--- src/rtl/seg7_pkg.sv ---
// Shared constants for the 7-segment display path: blank pattern, hex decode
// table (active-low {g,f,e,d,c,b,a}) and the default digit count.
package seg7_pkg;

    localparam int unsigned N_DIGITS_DEFAULT = 4;

    localparam logic [6:0] SEG_BLANK = 7'h7F;

    // Element i holds the active-low pattern for hex value i.
    localparam logic [15:0][6:0] SEG_TABLE = {
        7'h0E, 7'h06, 7'h21, 7'h46, 7'h03, 7'h08, 7'h10, 7'h00,
        7'h78, 7'h02, 7'h12, 7'h19, 7'h30, 7'h24, 7'h79, 7'h40
    };

endpackage

--- src/rtl/seg7_decoder.sv ---
// Combinational hex nibble to active-low 7-segment pattern decoder.
module seg7_decoder
    import seg7_pkg::*;
(
    input  logic [3:0] nibble_i,
    output logic [6:0] segments_no
);

    always_comb begin
        segments_no = SEG_TABLE[nibble_i];
    end

endmodule

--- src/rtl/display_scanner.sv ---
// Multiplexed N-digit 7-segment scanner advancing one digit per tick_in rising edge.
// Optional leading-zero blanking is enabled by defining LEADING_ZERO_BLANK_EN.
module display_scanner
    import seg7_pkg::*;
#(
    parameter int unsigned N_DIGITS = N_DIGITS_DEFAULT
) (
    input  logic                  clk_in,
    input  logic                  reset,
    input  logic                  tick_in,
    input  logic [4*N_DIGITS-1:0] digits_in,
    input  logic [N_DIGITS-1:0]   dp_in,
    output logic [N_DIGITS-1:0]   anodes_n,
    output logic [6:0]            segments_n,
    output logic                  dp_n
);

    localparam int unsigned IdxW = (N_DIGITS > 1) ? $clog2(N_DIGITS) : 1;
    localparam logic [IdxW-1:0] IdxLast = IdxW'(N_DIGITS - 1);

    logic            tick_q;
    logic            rise;
    logic [IdxW-1:0] idx_q, idx_d;

    logic [3:0]          nibble_d;
    logic                dp_sel_d;
    logic [N_DIGITS-1:0] anodes_d;
    logic [6:0]          dec_seg;
    logic [6:0]          segments_d;

    assign rise = tick_in & ~tick_q;

    // Tracking tick_in through reset keeps a held-high tick from looking like an edge.
    always_ff @(posedge clk_in) begin
        tick_q <= tick_in;
    end

    always_comb begin
        idx_d    = (idx_q == IdxLast) ? '0 : idx_q + 1'b1;
        nibble_d = '0;
        dp_sel_d = 1'b0;
        anodes_d = '1;
        for (int k = 0; k < int'(N_DIGITS); k++) begin
            if (idx_d == IdxW'(k)) begin
                nibble_d    = digits_in[4*k +: 4];
                dp_sel_d    = dp_in[k];
                anodes_d[k] = 1'b0;
            end
        end
    end

    seg7_decoder u_decoder (
        .nibble_i    (nibble_d),
        .segments_no (dec_seg)
    );

`ifdef LEADING_ZERO_BLANK_EN
    // upper_zero[k]: nibbles k..N_DIGITS-1 are all zero.
    logic [N_DIGITS-1:0] upper_zero;
    logic                blank_d;

    always_comb begin
        logic acc;
        acc        = 1'b1;
        upper_zero = '0;
        for (int k = int'(N_DIGITS) - 1; k >= 0; k--) begin
            acc           = acc & (digits_in[4*k +: 4] == 4'h0);
            upper_zero[k] = acc;
        end
        blank_d = 1'b0;
        for (int k = 1; k < int'(N_DIGITS); k++) begin
            if (idx_d == IdxW'(k)) begin
                blank_d = upper_zero[k];
            end
        end
        segments_d = blank_d ? SEG_BLANK : dec_seg;
    end
`else
    always_comb begin
        segments_d = dec_seg;
    end
`endif

    always_ff @(posedge clk_in) begin
        if (reset) begin
            idx_q      <= IdxLast;
            anodes_n   <= '1;
            segments_n <= SEG_BLANK;
            dp_n       <= 1'b1;
        end else if (rise) begin
            idx_q      <= idx_d;
            anodes_n   <= anodes_d;
            segments_n <= segments_d;
            dp_n       <= ~dp_sel_d;
        end
    end

endmodule

--- config.mk ---
export PLATFORM = sky130hd
export DESIGN_NAME = display_scanner
export DESIGN_NICKNAME = d
export VERILOG_FILES = /design/src/rtl/seg7_pkg.sv /design/src/rtl/seg7_decoder.sv /design/src/rtl/display_scanner.sv
export SDC_FILE = /design/constraint.sdc
export NUM_CORES = 1
export LEC_CHECK = 0
export CAP_MARGIN = 20
export CORE_AREA = 8 8 50 69
export DETAILED_ROUTE_END_ITERATION = 10
export DIE_AREA = 0 0 58 77
export MAX_ROUTING_LAYER = met4
export PLACE_DENSITY = 0.76
export SYNTH_ARGS = -nofsm -noshare
export SYNTH_HDL_FRONTEND = slang
export SYNTH_SLANG_ARGS = --single-unit
--- constraint.sdc ---
create_clock -name clk_in -period 3 [get_ports clk_in]
set_input_delay 0.9 -clock clk_in [delete_from_list [all_inputs] [get_ports clk_in]]
set_output_delay 0.9 -clock clk_in [all_outputs]
set_load 0.05 [all_outputs]
==> results.yml <==
logic_synthesis:
  avgSynthCellArea_um2: 8.68
  yosysSeqAreaShare: 0.286
  syn-cell-area_um2: 1050
  synth_nets: 155
  ys_seq_elements: 15
  ys_types: 32
  yosysWarnings: 0
  synthCells: 121
floorplan:
  core_um2: 2480
  dieArea_um2: 4470
  dieHeight_um: 77
  start_util: 0.424
  die_x_um: 58
  ioPinCount: 35
  rows: 22
hold_path:
  hold_depth: 1
  hold_class: "reg2reg"
placement:
  dp_hpwl_um: 2050
  io_buffer_count: 34
  gp_congestion: 0.888
  dp.cells: 172
timing:
  final-max-slew-violation-count: 0
  finalSetupViolations: 0
  hold_viol: 0
  clock.fmax_mhz: 390
  setup_tns_ns: 0
  worst_pin_slew_ns: 0.503
  slew_headroom: 0.663
  fin_crit_sh: 0.854
  holdWs_ns: 0.471
  final.min_clock_period_ns: 2.56
  rsz0062_at_grt: "false"
  finClkSkew_ns: 0.00121
route:
  drc_errors: 0
  initialDrtViolationCount: 26
  wl_um: 2550
  routed_via_density: 5.76
  ant_nets: 0
  vias: 1013
  first_pass_iters: 4
  wl_per_cell_um: 14.5
grt:
  grt_usage: 0.122
  grt_max_degree: 15
  grt_overflow_total: 0
  antenna_found_initial: 0
  grt_pass1_wl_um: 4440
  grt_pass1_vias: 1028
critical_path:
  cp_slowest_cell: "clkdlybuf4s50_1"
  crit_fanout: 5
  critPathCaptureType: "flip-flop"
  worstPathArrival_ns: 2.74
  ff2ff_path_depth: 10
  cp_cell_sequence: "clkdlybuf4s50_1 > nand2_1 > o21ai_0 > a22o_1 > inv_1 > ha_1 > mux2i_1 > a21oi_1 > a221o_1"
  critical_path.max_stage_delay_ns: 0.45
  worstPathRequired_ns: 3.18
  worstSetupPathType: "in2reg"
  crit_path_start_kind: "input port"
cts:
  clkLatencyLatePin_ns: 0.28
  tritoncts: "yes"
  clk_path_buf_depth: 2
  cts_hold_buffers: 0
  clk_pin_slew_worst_paths_ns: 0.09
  postCtsSetupBuffers: 0
  post_cts_resized: 0
  htreeDepth: 1
  cts_sinks: 15
  cts-buffers-inserted: 3
  cts_root_buf: "clkbuf_4"
finish:
  layout.cells.non_filler: 176
  num-nets-final: 187
  drive_gt1_frac: 0.0789
  antenna_cells: 0
  area_delta_synth_final_pct: 34.1
power:
  p_leak_nw: 0.612
  vdd_drop_max_mv: 0.238
  p_per_area_nw_per_um2: 446
run:
  max_cap_violations: 0
outcome:
  outcome: "complete, no violations"
-- cells in the final DEF, fill, tap and decap left out, drive strengths merged, types with 4 or more instances in the layout --
master          n
ha             11
clkdlybuf4s50  34
o21ai           6
nand2           9
a211oi          4
a21oi          14
inv             8
a211o           6
mux2i           5
dfxtp          15
nor2            9
-- sequential cells by signal (all words and copies together), names as in the netlist --
register	flops
anodes_n	4
dp_n	1
idx_q	2
segments_n	7
tick_q	1
-- synthesized netlist by cell type (all sizes together) --
| master | n | area [um2] |
|---|---|---|
| nor3 | 1 | 5.00 |
| a211o | 6 | 52.6 |
| or2 | 2 | 12.5 |
| nand2 | 9 | 33.8 |
| a221o | 1 | 10.0 |
| a41o | 1 | 10.0 |
| nor2 | 9 | 33.8 |
| a211oi | 4 | 52.6 |
| buf | 6 | 43.8 |
| nor2b | 2 | 12.5 |
| nand2b | 3 | 18.8 |
| mux2i | 5 | 50.1 |
| inv | 8 | 30.0 |
| o21ai | 6 | 30.0 |
| dfxtp | 15 | 300 |
| a22o | 2 | 17.5 |
| clkbuf | 3 | 11.3 |
| nand3b | 3 | 35.0 |
| o22ai | 3 | 18.8 |
| a31oi | 2 | 12.5 |
| ha | 11 | 138 |
| o22a | 3 | 26.3 |
| a21oi | 14 | 70.1 |
| nor3b | 2 | 25.0 |
-- power by group --
| group | switching [mW] | internal, mW | leakage, nW |
|---|---|---|---|
| clock | 0.0669 | 0.0496 | 0.0177 |
| combinational | 0.163 | 0.122 | 0.470 |
| sequential | 0.00943 | 0.216 | 0.124 |
-- kinds of logic after synthesis --
logic type,Yosys count,synth area share
compound gates,42,0.286
fa+ha+maj,11,0.131
buf+inv,17,0.0810
flops,15,0.286
mux,5,0.0477
simple gates,31,0.168
-- worst max-delay path, delay by kind of cell --
family	cells	cell delay, ns
simple gates	1	0.05
buf+inv	2	0.57
mux	1	0.14
fa+ha+maj	1	0.27
compound gates	4	0.81
-- layer usage --
metal,track usage,wire (um),vias to the layer above
met1,0.130,1040,480
met5,-,0,-
li1,-,-,490
met4,0.0517,55,0
met3,0.0284,147,6
met2,0.206,1310,37
-- through the flow --
step / setup WS (ns) / utilization / power [mW] / cell area [um2]
CTS: 0.432 / 0.568 / 0.633 / 1410
finish: 0.438 / 0.568 / 0.627 / 1410
global route: 0.299 / 0.568 / 0.666 / 1410
detailed placement: 0.121 / 0.557 / 0.515 / 1380
floorplan: 0.741 / - / 0.429 / 1050
global placement: 0.215 / 0.557 / 0.506 / 1380
-- area by class of cell --
type | instances | area, um2
fillers | 256 | 1070
clock buffers | 3 | 22.5
flip-flops and latches | 15 | 300
inverters | 8 | 30.0
multi-input cells | 89 | 664
clock inverters | 1 | 5.00
well taps | 24 | 30.0
repair buffers | 36 | 355
-- final timing paths --
| check | from | endpoint | slack [ns] |
|---|---|---|---|
| setup reg to reg | idx_q[0]$_SDFFE_PP1P_ | segments_n[3]$_SDFFE_PP1P_ | 0.61 |
| hold reg to reg | anodes_n[2]$_SDFFE_PP1P_ | anodes_n[2]$_SDFFE_PP1P_ | 0.47 |
| setup / recovery | digits_in[1] | segments_n[3]$_SDFFE_PP1P_ | 0.44 |
| hold / removal | anodes_n[2]$_SDFFE_PP1P_ | anodes_n[2]$_SDFFE_PP1P_ | 0.47 |
No activity file was read; power rests on OpenSTA's default activity.
